===== src/rtl/frac_pixel_sched.sv =====
// Frame scheduler: walks an H x V pixel grid, dispatches coordinates to NU fractal units and
// turns their results into frame-buffer writes. Define FRAC_SCHED_PERF_EN for cycle/found counters.
module frac_pixel_sched #(
    parameter int N  = 32,
    parameter int NU = 4,
    parameter int AW = 19
) (
    input  logic                 frac_clk,
    input  logic                 frac_rst,
    input  logic                 sched_start,
    input  logic signed [N-1:0]  sched_x0,
    input  logic signed [N-1:0]  sched_y0,
    input  logic signed [N-1:0]  sched_dx,
    input  logic signed [N-1:0]  sched_dy,
    input  logic [11:0]          sched_h_size,
    input  logic [11:0]          sched_v_size,
    input  logic [15:0]          sched_max_iter,
    output logic                 sched_busy,
    output logic                 sched_done_tick,
    output logic [NU*N-1:0]      unit_cx,
    output logic [NU*N-1:0]      unit_cy,
    output logic [15:0]          unit_max_iter,
    output logic [NU-1:0]        unit_go,
    input  logic [NU-1:0]        unit_done_tick,
    input  logic [NU-1:0]        unit_found,
    output logic                 fb_we,
    output logic [AW-1:0]        fb_addr,
    output logic                 fb_data
`ifdef FRAC_SCHED_PERF_EN
    ,
    output logic [31:0]          sched_cycles,
    output logic [AW:0]          sched_found_cnt
`endif
);

    localparam int IW = (NU > 1) ? $clog2(NU) : 1;

    typedef enum logic [1:0] {S_IDLE, S_DISPATCH, S_DRAIN} state_t;

    state_t              state_q;
    logic signed [N-1:0] x0_q, dx_q, dy_q;
    logic [11:0]         h_q, v_q, col_q, row_q;
    logic [AW-1:0]       addr_q;
    logic signed [N-1:0] cx_q, cy_q;
    logic [15:0]         max_iter_q;
    logic [NU-1:0]       occ_q, pend_q, res_q, go_q;
    logic [AW-1:0]       tag_q [NU];
    logic [NU*N-1:0]     ucx_q, ucy_q;
    logic                busy_q, done_q, we_q, wdata_q;
    logic [AW-1:0]       waddr_q;
`ifdef FRAC_SCHED_PERF_EN
    logic [31:0]         cycles_q;
    logic [AW:0]         found_cnt_q;
`endif

    logic [NU-1:0]       done_v, res_d, free, go_d, pend_d, occ_d;
    logic                free_vld, wr_vld, accept, dispatch, col_last, last_px;
    logic [IW-1:0]       free_idx, wr_idx;

    always_comb begin
        // Done ticks from idle units are ignored; incoming results join the write arbitration
        // in the same cycle so an uncontested result is written one cycle after its tick.
        done_v   = unit_done_tick & occ_q;
        res_d    = (unit_found & done_v) | (res_q & ~done_v);
        free     = ~occ_q & ~pend_q;
        free_vld = 1'b0;
        free_idx = '0;
        wr_vld   = 1'b0;
        wr_idx   = '0;
        for (int k = NU - 1; k >= 0; k--) begin
            if (free[k]) begin
                free_vld = 1'b1;
                free_idx = k[IW-1:0];
            end
            if (pend_q[k] | done_v[k]) begin
                wr_vld = 1'b1;
                wr_idx = k[IW-1:0];
            end
        end
        accept   = (state_q == S_IDLE) && sched_start;
        dispatch = (state_q == S_DISPATCH) && free_vld;
        go_d     = '0;
        if (dispatch) go_d[free_idx] = 1'b1;
        pend_d   = pend_q | done_v;
        if (wr_vld) pend_d[wr_idx] = 1'b0;
        occ_d    = (occ_q & ~done_v) | go_d;
        col_last = (col_q == h_q - 12'd1);
        last_px  = col_last && (row_q == v_q - 12'd1);
    end

    always_ff @(posedge frac_clk or posedge frac_rst) begin
        if (frac_rst) begin
            state_q     <= S_IDLE;
            busy_q      <= 1'b0;
            done_q      <= 1'b0;
            go_q        <= '0;
            we_q        <= 1'b0;
            waddr_q     <= '0;
            wdata_q     <= 1'b0;
            occ_q       <= '0;
            pend_q      <= '0;
            col_q       <= '0;
            row_q       <= '0;
            addr_q      <= '0;
            cx_q        <= '0;
            cy_q        <= '0;
            max_iter_q  <= '0;
            ucx_q       <= '0;
            ucy_q       <= '0;
`ifdef FRAC_SCHED_PERF_EN
            cycles_q    <= '0;
            found_cnt_q <= '0;
`endif
        end else begin
            go_q   <= go_d;
            we_q   <= wr_vld;
            done_q <= 1'b0;
            occ_q  <= occ_d;
            pend_q <= pend_d;
            if (wr_vld) begin
                waddr_q <= tag_q[wr_idx];
                wdata_q <= res_d[wr_idx];
            end
`ifdef FRAC_SCHED_PERF_EN
            // The done cycle itself is counted, so the final value lands one edge after it.
            if (accept)
                cycles_q <= 32'd1;
            else if (state_q != S_IDLE || done_q)
                cycles_q <= cycles_q + 32'd1;
            if (accept)
                found_cnt_q <= '0;
            else if (wr_vld && res_d[wr_idx])
                found_cnt_q <= found_cnt_q + 1'b1;
`endif
            case (state_q)
                S_IDLE: begin
                    if (sched_start) begin
                        busy_q     <= 1'b1;
                        col_q      <= '0;
                        row_q      <= '0;
                        addr_q     <= '0;
                        cx_q       <= sched_x0;
                        cy_q       <= sched_y0;
                        max_iter_q <= sched_max_iter;
                        state_q    <= S_DISPATCH;
                    end
                end
                S_DISPATCH: begin
                    if (free_vld) begin
                        ucx_q[free_idx*N +: N] <= cx_q;
                        ucy_q[free_idx*N +: N] <= cy_q;
                        if (col_last) begin
                            col_q <= '0;
                            row_q <= row_q + 12'd1;
                            cx_q  <= x0_q;
                            cy_q  <= cy_q + dy_q;
                        end else begin
                            col_q <= col_q + 12'd1;
                            cx_q  <= cx_q + dx_q;
                        end
                        addr_q <= addr_q + 1'b1;
                        if (last_px) state_q <= S_DRAIN;
                    end
                end
                S_DRAIN: begin
                    if (occ_q == '0 && pend_q == '0) begin
                        done_q  <= 1'b1;
                        busy_q  <= 1'b0;
                        state_q <= S_IDLE;
                    end
                end
                default: state_q <= S_IDLE;
            endcase
        end
    end

    // Frame configuration, pixel tags and captured results carry no reset: they are only
    // consumed after a start or a done tick has rewritten them.
    always_ff @(posedge frac_clk) begin
        res_q <= res_d;
        if (accept) begin
            x0_q <= sched_x0;
            dx_q <= sched_dx;
            dy_q <= sched_dy;
            h_q  <= sched_h_size;
            v_q  <= sched_v_size;
        end
        if (dispatch) tag_q[free_idx] <= addr_q;
    end

    assign sched_busy      = busy_q;
    assign sched_done_tick = done_q;
    assign unit_cx         = ucx_q;
    assign unit_cy         = ucy_q;
    assign unit_max_iter   = max_iter_q;
    assign unit_go         = go_q;
    assign fb_we           = we_q;
    assign fb_addr         = waddr_q;
    assign fb_data         = wdata_q;
`ifdef FRAC_SCHED_PERF_EN
    assign sched_cycles    = cycles_q;
    assign sched_found_cnt = found_cnt_q;
`endif

endmodule

===== config.mk =====
export PLATFORM = sky130hd
export DESIGN_NAME = frac_pixel_sched
export DESIGN_NICKNAME = d
export VERILOG_FILES = /design/src/rtl/frac_pixel_sched.sv
export SDC_FILE = /design/constraint.sdc
export NUM_CORES = 1
export LEC_CHECK = 0
export CAP_MARGIN = 20
export CORE_AREA = 3 3 245 247
export DETAILED_ROUTE_END_ITERATION = 8
export DIE_AREA = 0 0 248 250
export PLACE_DENSITY = 0.71
export SETUP_SLACK_MARGIN = 0.3
export SKIP_LAST_GASP = 1
export SYNTH_ARGS = -nofsm -noshare
export SYNTH_HDL_FRONTEND = slang
export SYNTH_SLANG_ARGS = --single-unit

===== constraint.sdc =====
create_clock -name frac_clk -period 15.6 [get_ports frac_clk]
set_input_delay 1.56 -clock frac_clk [delete_from_list [all_inputs] [get_ports frac_clk]]
set_output_delay 1.56 -clock frac_clk [all_outputs]
set_load 0.1 [all_outputs]

After elaboration in Yosys (flattened, before gate mapping)
Memory sizes are Yosys's and may differ from the RTL's. A register that Yosys moved wholly into a read port is not among the register bits.
Index checks and enable logic that the tools add are counted.
Widths: inputs -> output; s select.
- reduce and logical (&&, ||, !) cells: 17
- multiplexer cells: 56
- add/subtract/negate cells: 8
- equal/unequal tests: 9
- $lt $le $gt $ge: 4
- shift-type cells: 3
- bitwise operators: 17
- operator list (operator ; number):
    $bwmux 128 ; 2
    $shiftx 32x34->128 ; 2
    $mux 32 ; 6
    $pmux 32 s2 ; 2
    $shift 32x34->128 const A ; 1
    $add 32x32->32 ; 2
    $mux 12 ; 5
    $pmux 12 s2 ; 2
    $mux 19 ; 2
    $pmux 19 s2 ; 1
    $neg 7->34 ; 1
    $add 12x1->12 const B ; 2
    $and 4x4->4 ; 6
    $eq 12x12->1 ; 2
    $mux 2 ; 12
    $sub 12x1->12 const B ; 2
    $add 19x1->19 const B ; 1
    $mux 1 ; 17
    $not 4->4 ; 4
    $or 4x4->4 ; 3
    $ne 2x2->1 const B ; 5
    $logic_not 4->1 ; 2
    $mux 4 ; 2
    $reduce_and 4->1 ; 2
    14 further kinds ; 28
- input port bits: 179
- output and inout port bits: 299
- memories kept: 1
- word-level logic and storage cells: 137
- bits in writable memories: 76
- flip-flop bits (word level): 521
- memories (name ; depth ; width ; rd ports ; clocked after Yosys merged registers in ; wr ports ; RTL line ; source):
    tag_q ; 4 ; 19 ; 1 ; 1 ; 1 ; 47 ; logic [AW-1:0] tag_q [NU];

Logic depth before layout (Yosys ltp)
Gate-level depths: netlist of run 1.
- depth in word-level cells: 13
- depth in mapped cells: 13
- gate-level depth less buffers: 12

Worst setup path after synthesis of run 1
No wires, ideal clock.
- path type: input to register
- start point: input port sched_start
- end point: register dx_q[0] (enable)
- path slack: 9531 ps
- stages on the path: 4
- arrival time: 5538 ps
- library setup time: 531 ps
- required time: 15069 ps
- buffers on the path: 2
- path through: nand2_1 > inv_1 > clkbuf_1 > clkbuf_1
- cells in the longest elaborated chain, start to end: 1
- RTL lines (what ; RTL line ; source):
    start: declaration ; 10 ; input logic sched_start,
    $logic_and 1x1->1 ; 80 ; accept = (state_q == S_IDLE) && sched_start;
    net accept ; 57 ; logic free_vld, wr_vld, accept, dispatch, col_last, last_px;
    end signal: assignment ; 183 ; dx_q <= sched_dx;
    end: declaration ; 41 ; logic signed [N-1:0] x0_q, dx_q, dy_q;
The timed path passes the listed nets, and every way through them passes these cells.
A chain may end at the register's enable or synchronous reset.

Worst setup path in the final report of run 1
- start point: register state_q[1]
- end point: register ucx_q[31], in the netlist unit_cx[31]
- cells in the longest elaborated chain, start to end: 2
- RTL lines (what ; RTL line ; source):
    start: declaration ; 40 ; state_t state_q;
    start signal: assignment ; 93 ; state_q <= S_IDLE;
    start signal: assignment ; 145 ; state_q <= S_DISPATCH;
    start signal: assignment ; 162 ; if (last_px) state_q <= S_DRAIN;
    $eq 2x1->1 ; 135 ; case (state_q)
    $reduce_and 2->1 (no line) ; n/a ;
    end signal: indexed assignment ; 150 ; ucx_q[free_idx*N +: N] <= cx_q;
    end: declaration ; 48 ; logic [NU*N-1:0] ucx_q, ucy_q;
No other way between the ends.

==> flow_summary_export.csv, run 1 <==
group,metric,value,unit
outcome,outcome,"complete, no violations",
synth,netlist_area,0.0266,mm2
setup_path,worstPathMaxFanout,65,
timing,rsz0062_at_grt,"no",
setup_path,worst_ep_required_time,16.11,ns
synth,synth-xor-area-share,3.69,%
timing,worst_slew_pin_slew,1.13,ns
floorplanning,core_area,0.0578,mm2
timing,setup_viol,0,
synth,synth-compound-area-share,18.6,%
place,gp_congestion,0.938,
power,pwr-share-comb,50.6,%
clock_tree,cts.htree.levels,3,
setup_path,start_kind,"flip-flop",
power,pwr_density_cell,247,mW/mm2
timing,fmax,236,MHz
synth,synth.avg_cell_area,12.2,um2
setup_path,path_class,"reg -> reg",
synth,ys_ff_latch,616,
power,p_sw,4230,uW
clock_tree,clk_path_buf_depth,3,
timing,fin_worst_skew,0.0289,ns
power,p_sw_share,49.7,%
synth,ys_types,76,
global_routing,track_usage,26.3,%
synth,yosys.area_share.adder,3.63,%
route,finalWirelength,82400,um
floorplanning,die_x,248,um
run,max-cap-violations,0,
global_routing,first_global_vias,20478,
synth,ys.flop_type,"dfrtp_1",
route,drtPass1Iterations,7,
cells_and_area,area_growth,29.5,%
power,seq_power_share,30.6,%
floorplanning,start_util,46.0,%
place,dpl_worst_slack,10.99,ns
timing,drv_slew,0,
cells_and_area,fillerInstances,4575,
floorplanning,die_area,0.0620,mm2
timing,whs,0.459,ns
floorplanning,row_count,88,
power,clkPwrFrac,18.8,%
setup_path,endpoint_kind,"flip-flop",
synth,synth_edf_count,196,
setup_path,crit_arrival,4.75,ns
global_routing,grt_first_pass_wirelength,125000,um
power,internal_power,4290,uW
cells_and_area,final_nets,2888,
clock_tree,cts_tree,"yes",
route,ant_nets,0,
timing,setup_slack,11.36,ns
route,post_drt_wl_per_cell,23.8,um
setup_path,rrSetupSlack,11.36,ns
synth,synth_top_family_by_area,"compound AO/OA/AOI/OAI gates",
timing,period_share,27.2,%
route,drt_iter0_drc,1566,
clock_tree,cts_root_buffer,"clkbuf_16",
clock_tree,clk_pin_slew,0.06,ns
clock_tree,post-cts-setup-buffers,0,
min_path,hp-class,"reg -> reg",
global_routing,gr-total-overflow,0,
clock_tree,cts-resized-gates,0,
timing,timing.final.hold_violations,0,
cells_and_area,post-route-util,59.6,%
route,viasPerCell,5.89,
floorplanning,ioPinCount,478,
cells_and_area,drive_above_1_share,6.29,%
clock_tree,numCtsBuffers,67,
clock_tree,hold_buffers,0,
synth,ys_warn_count,0,
global_routing,antenna_found_initial,15,
synth,synth_fp_nets,2443,
synth,syn_inst,2188,
route,vias,20388,
clock_tree,clkSinkCount,616,
synth,async_reset_ff_share,67.5,%
place,dp_hpwl,55300,um
power,p_leak,0.0144,uW
route,drc,0,
synth,seq_area_frac_synth,61.6,%
power,p_total,8520,uW
place,portBuffers,477,
timing,fin_crit,4.24,ns
timing,max_slew_margin,24.3,%
synth,synth_simple_gate_area_share,8.97,%
power,vdd_drop_max,0.256,mV
timing,setup_tns,0,ns
global_routing,grt_max_degree,175,
floorplanning,die_y,250,um
synth,synth_mux_area_share,1.11,%
clock_tree,insertion_delay,0.60,ns
-- registers in the layout, indices dropped and copies added (netlist names), 16 cells and up --
register / cells
unit_cx: 128
dy_q: 32
unit_max_iter: 16
fb_addr: 19
cy_q: 32
x0_q: 32
dx_q: 32
cx_q: 32
unit_cy: 128
tag_q: 76
addr_q: 19
-- final cells by class --
type	instances	area, um2	share of cell area [%]
Sequential cell	616	16400	47.5
Multi-Input combinational cell	1410	9680	28.1
Timing Repair Buffer	503	5040	14.6
Clock buffer	91	1890	5.49
Tap cell	765	957	2.78
Clock inverter	30	333	0.966
Inverter	35	144	0.418
Antenna cell	9	22.5	0.0654
-- power by group through the flow --
stage / logic (uW) / clock network, uW / registers [uW]
floorplan: 1300 / 0 / 4360
global placement: 4200 / 0 / 2610
detailed placement: 4270 / 0 / 2630
CTS: 4290 / 1640 / 2600
global route: 4510 / 1700 / 2660
finish: 4310 / 1600 / 2610
-- routing by layer --
layer	GRT usage, %	wire length (um)	vias to the layer above	share of wire (%)
li1	-	-	9066	-
met1	34.6	33500	10284	41
met2	42.0	38900	865	47
met3	6.77	7250	165	8.8
met4	9.95	2650	8	3.2
met5	0	61	-	0.074
-- stage by stage --
stage / cell area, um2 / std cells
after floorplan: 26600 / 2188
after global placement: 32100 / 3326
after detailed placement: 32100 / 3327
after CTS: 34400 / 3448
after global routing: 34400 / 3458
final: 34400 / 3459
-- critical path, stage by stage (launching register included) --
cell      delay (ns)
dfrtp_1         0.45
nand2b_2        0.20
buf_4           0.33
nor2_2          0.79
nand2_4         0.66
nor2_4          0.78
buf_4           0.65
a22o_1          0.23
-- synthesized netlist by cell type, types with 5 or more instances --
| cell type | number | share of area, % |
|---|---|---|
| dfrtp_1 | 416 | 39 |
| a22o_1 | 258 | 8.5 |
| edfxtp_1 | 196 | 22 |
| nand2_1 | 185 | 2.6 |
| nor2_1 | 141 | 2.0 |
| a21oi_1 | 122 | 2.3 |
| clkbuf_1 | 116 | 1.6 |
| o21ai_0 | 96 | 1.8 |
| ha_1 | 74 | 3.5 |
| xnor2_1 | 62 | 2.0 |
| xor2_1 | 50 | 1.6 |
| nand3_1 | 40 | 0.75 |
| a21o_1 | 36 | 1.0 |
| inv_1 | 35 | 0.49 |
| o21a_1 | 33 | 0.93 |
| nand4_1 | 27 | 0.64 |
| nor3_1 | 26 | 0.49 |
| mux2i_1 | 25 | 0.94 |
| a31oi_1 | 24 | 0.56 |
| o221ai_1 | 24 | 0.79 |
| a211oi_1 | 17 | 0.48 |
| or3_1 | 17 | 0.40 |
| and3_1 | 16 | 0.38 |
| a22oi_1 | 10 | 0.28 |
| o21bai_1 | 10 | 0.28 |
| nor4_1 | 9 | 0.21 |
| o211ai_1 | 9 | 0.25 |
| buf_2 | 7 | 0.13 |
| and2_1 | 6 | 0.14 |
| nand2b_1 | 6 | 0.14 |
| nor2b_1 | 6 | 0.14 |
| nand3b_1 | 5 | 0.14 |
| o31a_1 | 5 | 0.16 |
-- kinds of logic (layout without fill, tap and decap cells) --
kind of cell	after synthesis	in the layout
buffers and inverters	162	659
adders and majority gates	76	76
AOI/OAI and AO/OA	680	680
xor gates and xnor gates	112	112
DFF	616	616
other	1	10
muxes	29	29
and+or+nand+nor	512	512
-- layout by cell type (no fill, tap or decap), types with 69 or more instances in the layout --
cell type / n
clkdlybuf4s50_1: 477
dfrtp_1: 416
a22o_1: 258
edfxtp_1: 196
nand2_1: 181
nor2_1: 137
a21oi_1: 121
o21ai_0: 95
ha_1: 74
clkbuf_16: 69
-- path summary, 6_finish.rpt --
kind | startpoint | end | cells after the start
max | state_q[1]$_DFFE_PP0P_ | unit_cx[31]$_DFFE_PP0P_ | 7
min | x0_q[31]$_DFFE_PP_ | cx_q[31]$_DFFE_PP0P_ | 2
min in group asynchronous | frac_rst | unit_cy[101]$_DFFE_PP0P_ | 2
max reg2reg | state_q[1]$_DFFE_PP0P_ | unit_cx[31]$_DFFE_PP0P_ | 7
min reg2reg | x0_q[31]$_DFFE_PP_ | cx_q[31]$_DFFE_PP0P_ | 2
max in group asynchronous | frac_rst | cx_q[13]$_DFFE_PP0P_ | 4
Power figures use the tool's default switching activity.
==> run 2: changes to the inputs <==
PLACE_DENSITY = 0.74   (was 0.71)
clock period = 3.7 ns   (was 15.6 ns; I/O delays follow)
==> flow_summary_export.csv, run 2 (synthesis gave the netlist of run 1 again) <==
group,metric,value,unit
cells_and_area,area_growth,30.5,%
clock_tree,numCtsBuffers,66,
power,vdd_drop_max,1.01,mV
place,dp_hpwl,57200,um
cells_and_area,fillerInstances,4515,
global_routing,grt_first_pass_wirelength,127000,um
power,p_sw_share,50.1,%
timing,drv_slew,0,
cells_and_area,multiInputGateArea,0.00974,mm2
timing,worst_slew_pin_slew,1.13,ns
route,drtPass1Iterations,6,
cells_and_area,final_common_cell,"clkdlybuf4s50_1",
cells_and_area,layout_common_cells,"477 x clkdlybuf4s50_1, 415 x dfrtp_1, 258 x a22o_1",
setup_path,endpoint_kind,"flip-flop",
timing,setup_tns,0,ns
timing,setup_viol,0,
place,portBuffers,477,
global_routing,gr-total-overflow,0,
clock_tree,cts_root_buffer,"clkbuf_16",
timing,fin_crit,3.28,ns
route,drc,0,
route,finalWirelength,83500,um
place,gp_congestion,0.919,
setup_path,worstPathMaxFanout,30,
global_routing,first_global_vias,20857,
setup_path,path_cells,"inv_1 > ha_1 > nor4b_4 > nand2_1 > or4_1 > a211oi_1 > nor4bb_4 > buf_12 > nand4_1 > or3_1 > o21a_1",
timing,fin_worst_skew,0.0204,ns
timing,timing.final.hold_violations,0,
outcome,outcome,"complete, no violations",
run,max-cap-violations,0,
route,post_drt_wl_per_cell,23.9,um
timing,fmax,305,MHz
global_routing,antenna_found_initial,15,
setup_path,path_delay_family,"simple AND/OR/NAND/NOR gates",
cells_and_area,post-route-util,60.0,%
setup_path,crit_arrival,3.76,ns
clock_tree,cts_tree,"yes",
global_routing,grt_max_degree,178,
setup_path,path_class,"reg -> reg",
floorplanning,start_util,46.0,%
route,drt_iter0_drc,1660,
power,pwr-share-comb,51.1,%
power,internal_power,17900,uW
power,pwr_density_cell,1040,mW/mm2
global_routing,track_usage,26.6,%
setup_path,crit_path_max_incr_delay,0.51,ns
clock_tree,clkSinkCount,616,
power,seq_power_share,30.4,%
route,vias,20608,
floorplanning,core_area,0.0578,mm2
floorplanning,ioPinCount,478,
cells_and_area,regArea,0.0164,mm2
route,viasPerCell,5.91,
clock_tree,clk_path_buf_depth,3,
floorplanning,row_count,88,
clock_tree,hold_buffers,0,
timing,max_slew_margin,24.7,%
clock_tree,clk_pin_slew,0.06,ns
power,clkPwrFrac,18.5,%
clock_tree,insertion_delay,0.60,ns
setup_path,crit_slowest_cell,"or4_1",
cells_and_area,drive_above_1_share,7.49,%
setup_path,worst_ep_required_time,4.18,ns
floorplanning,die_y,250,um
setup_path,start_kind,"flip-flop",
timing,rsz0062_at_grt,"yes",
clock_tree,cts.htree.levels,3,
floorplanning,die_area,0.0620,mm2
route,ant_nets,0,
power,p_sw,18000,uW
min_path,hp-class,"in -> async",
timing,period_share,88.8,%
cells_and_area,final_nets,2914,
floorplanning,die_x,248,um
setup_path,crit_buf_inv,2,
power,p_leak,0.0146,uW
==> run 2: final timing paths <==
kind	to	cells after the start	startpoint	slack, ns
min in group frac_clk	unit_max_iter[13]$_DFFE_PP0P_	3	sched_max_iter[13]	0.30
hold / removal	unit_cy[10]$_DFFE_PP0P_	2	frac_rst	0.14
setup reg to reg	state_q[0]$_DFFE_PP0P_	11	h_q[0]$_DFFE_PP_	0.42
max in group asynchronous	unit_cx[15]$_DFFE_PP0P_	3	frac_rst	2.37
setup / recovery	state_q[0]$_DFFE_PP0P_	11	h_q[0]$_DFFE_PP_	0.42
hold reg to reg	res_q[1]$_DFF_P_	1	res_q[1]$_DFF_P_	0.48
==> run 2: power by group through the flow <==
stage | Combinational (uW) | Clock (uW) | Sequential, uW
finish | 18400 | 6630 | 10900
global route | 19200 | 7050 | 11100
CTS | 18400 | 6750 | 10900
detailed placement | 18300 | 0 | 11000
global placement | 18100 | 0 | 10900
floorplan | 5480 | 0 | 18400
==> run 2: through the flow <==
stage / cell area, um2 / power [uW] / setup WS (ns) / hold WS [ns] / instances
after CTS: 34600 / 36000 / 0.315 / 0.114 / 3472
after detailed placement: 32400 / 29300 / 0.261 / 0.461 / 3352
after global routing: 34700 / 37400 / 0.262 / 0.155 / 3486
after global placement: 32400 / 29000 / 0.266 / 0.450 / 3352
final: 34700 / 35900 / 0.416 / 0.145 / 3488
after floorplan: 26600 / 23900 / -2.28 / 0.435 / 2188
==> run 2: metal layers <==
| metal | GRT usage, % | wire length [um] |
|---|---|---|
| met2 | 43.0 | 40600 |
| met3 | 5.17 | 6050 |
| met5 | 0 | 34 |
| met4 | 11.2 | 2770 |
| met1 | 35.1 | 34100 |
==> run 2: timing repair <==
action,4_1_cts,5_1_grt
gates resized for setup,3,15
setup buffers,0,4
setup endpoints to repair,9,37
==> run 2: area by class of cell <==
type / count / share of cell area, %
multi-input cells: 1410 / 28.1
clock buffers: 82 / 5.08
well taps: 765 / 2.76
inverters: 35 / 0.404
flip-flops and latches: 616 / 47.2
clock inverters: 38 / 1.15
diodes: 12 / 0.0866
repair buffers: 530 / 15.3
==> run 3: changes to the inputs <==
GPL_TIMING_DRIVEN = 0   (was default)
==> flow_summary_export.csv, run 3 (synthesis gave the netlist of run 1 again) <==
group,metric,value,unit
timing,fin_crit,3.29,ns
cells_and_area,drive_above_1_share,7.78,%
clock_tree,numCtsBuffers,67,
setup_path,path_delay_family,"simple AND/OR/NAND/NOR gates",
place,place_area,0.0327,mm2
route,drt_iter0_drc,1861,
clock_tree,cts.htree.levels,3,
cells_and_area,post-route-util,61.1,%
global_routing,grtUsageMet3,5.14,%
route,vias,21360,
place,portBuffers,477,
cells_and_area,final_common_cell,"clkdlybuf4s50_1",
min_path,hp-class,"in -> async",
timing,max_slew_margin,25.6,%
global_routing,gr-usage-met1,38.3,%
route,post_drt_wl_per_cell,24.7,um
timing,fin_worst_skew,0.0217,ns
power,vdd_drop_max,0.953,mV
clock_tree,clk_path_buf_depth,3,
timing,whs,0.212,ns
global_routing,grt_first_pass_wirelength,134000,um
clock_tree,clkSinkCount,616,
cells_and_area,area_growth,32.9,%
clock_tree,hold_buffers,0,
clock_tree,insertion_delay,0.61,ns
place,gp_congestion,0.946,
floorplanning,die_area,0.0620,mm2
route,finalWirelength,89100,um
setup_path,crit_slowest_cell,"edfxtp_1",
timing,setup_viol,0,
setup_path,path_cells,"or2_2 > clkbuf_1 > nor4_2 > xnor2_1 > or3b_1 > nor4b_4 > buf_12 > buf_4 > o21ai_4 > buf_4 > nor3_2 > xnor2_1 > nor2_1",
power,p_leak,0.0148,uW
setup_path,worstPathMaxFanout,7,
clock_tree,cts_tree,"yes",
timing,worst_slew_pin_slew,1.11,ns
power,p_total,36500,uW
setup_path,reg2reg_to,"row_q[9]$_DFFE_PP0P_",
setup_path,rrSetupSlack,0.41,ns
floorplanning,die_x,248,um
timing,setup_tns,0,ns
clock_tree,clk_pin_slew,0.06,ns
route,ant_nets,0,
run,max-cap-violations,0,
global_routing,antenna_found_initial,24,
power,pwr_density_cell,1030,mW/mm2
route,drc,0,
cells_and_area,final_nets,3027,
cells_and_area,layout_common_cells,"477 x clkdlybuf4s50_1, 413 x dfrtp_1, 258 x a22o_1",
global_routing,gr-usage-met2,45.6,%
floorplanning,die_y,250,um
setup_path,worst_ep_required_time,4.16,ns
clock_tree,cts_root_buffer,"clkbuf_16",
setup_path,crit_path_max_incr_delay,0.45,ns
floorplanning,start_util,46.0,%
setup_path,r2r_start,"h_q[0]$_DFFE_PP_",
floorplanning,core_area,0.0578,mm2
outcome,outcome,"complete, no violations",
setup_path,start_kind,"flip-flop",
timing,timing.final.hold_violations,0,
route,viasPerCell,5.92,
setup_path,endpoint_kind,"flip-flop",
global_routing,first_global_vias,21399,
global_routing,busiest_layer,"met2",
setup_path,crit_buf_inv,4,
timing,drv_slew,0,
route,drtPass1Iterations,5,
place,dp_hpwl,65100,um
floorplanning,ioPinCount,478,
setup_path,reg2reg_depth,13,
global_routing,grt_max_degree,72,
global_routing,gr-total-overflow,0,
timing,rsz0062_at_grt,"yes",
setup_path,path_class,"reg -> reg",
timing,period_share,88.8,%
cells_and_area,stdcell_area,0.0353,mm2
global_routing,track_usage,28.6,%
setup_path,crit_arrival,3.75,ns
timing,fmax,304,MHz
floorplanning,row_count,88,
==> run 3: changes by cell type in the layout (fill, tap and decap cells not counted), sizes merged <==
cell	previous run	this run
diode	12	18
clkinv	22	12
bufinv	6	5
clkbuf	82	209
==> run 3: report_power, final <==
part           leakage (uW)  switching, uW  internal, uW
clock               0.00110           2740          4030
sequential          0.00731           1720          9190
combinational       0.00639          13700          5080
==> run 3: per-layer routing <==
metal	part of all wire [%]	up-vias
li1	-	9369
met1	40	10766
met2	48	1034
met3	8.0	181
met4	3.8	10
met5	0.090	-
==> run 3: worst max path at each step <==
stage | startpoint | to | slack, ns | cells after the start
global placement | frac_rst | unit_cx[76]$_DFFE_PP0P_ | -4.92 | 2
CTS | occ_q[2]$_DFF_PP0_ | tag_q[3][9]$_DFFE_PP_ | 0.27 | 9
floorplan | frac_rst | addr_q[0]$_DFFE_PP0P_ | -2.28 | 1
finish | h_q[0]$_DFFE_PP_ | row_q[9]$_DFFE_PP0P_ | 0.41 | 13
global route | occ_q[2]$_DFF_PP0_ | tag_q[3][1]$_DFFE_PP_ | 0.26 | 10
detailed placement | state_q[1]$_DFFE_PP0P_ | tag_q[3][10]$_DFFE_PP_ | -0.72 | 8
==> run 3: worst register-to-register path: cells and delay by family (launching register included) <==
kind | cells | cell delay (ns)
buf+inv | 4 | 0.71
compound gates | 1 | 0.09
flops | 1 | 0.45
simple gates | 6 | 1.61
xor+xnor | 2 | 0.30
==> run 3: area by class of cell <==
type | count | area (um2)
Clock inverter | 26 | 295
Timing Repair Buffer | 515 | 5310
Antenna cell | 18 | 45.0
Timing Repair inverter | 1 | 7.51
Fill cell | 4543 | 22500
Tap cell | 765 | 957
Inverter | 35 | 139
Sequential cell | 616 | 16400
Buffer | 126 | 564
Multi-Input combinational cell | 1410 | 9690
Clock buffer | 98 | 1950
==> run 3: what timing repair did <==
action	CTS	global route
resized for setup	27	51
setup buffers	4	14
pin swaps	1	3
cloned	1	0
setup endpoints to repair	262	277
==> run 3: per-stage QoR <==
stage                     cells  setup WS (ns)
after global placement     3430          -4.92
after detailed placement   3448         -0.717
after CTS                  3577          0.271
final                      3610          0.415
after floorplan            2188          -2.28
after global routing       3608          0.259
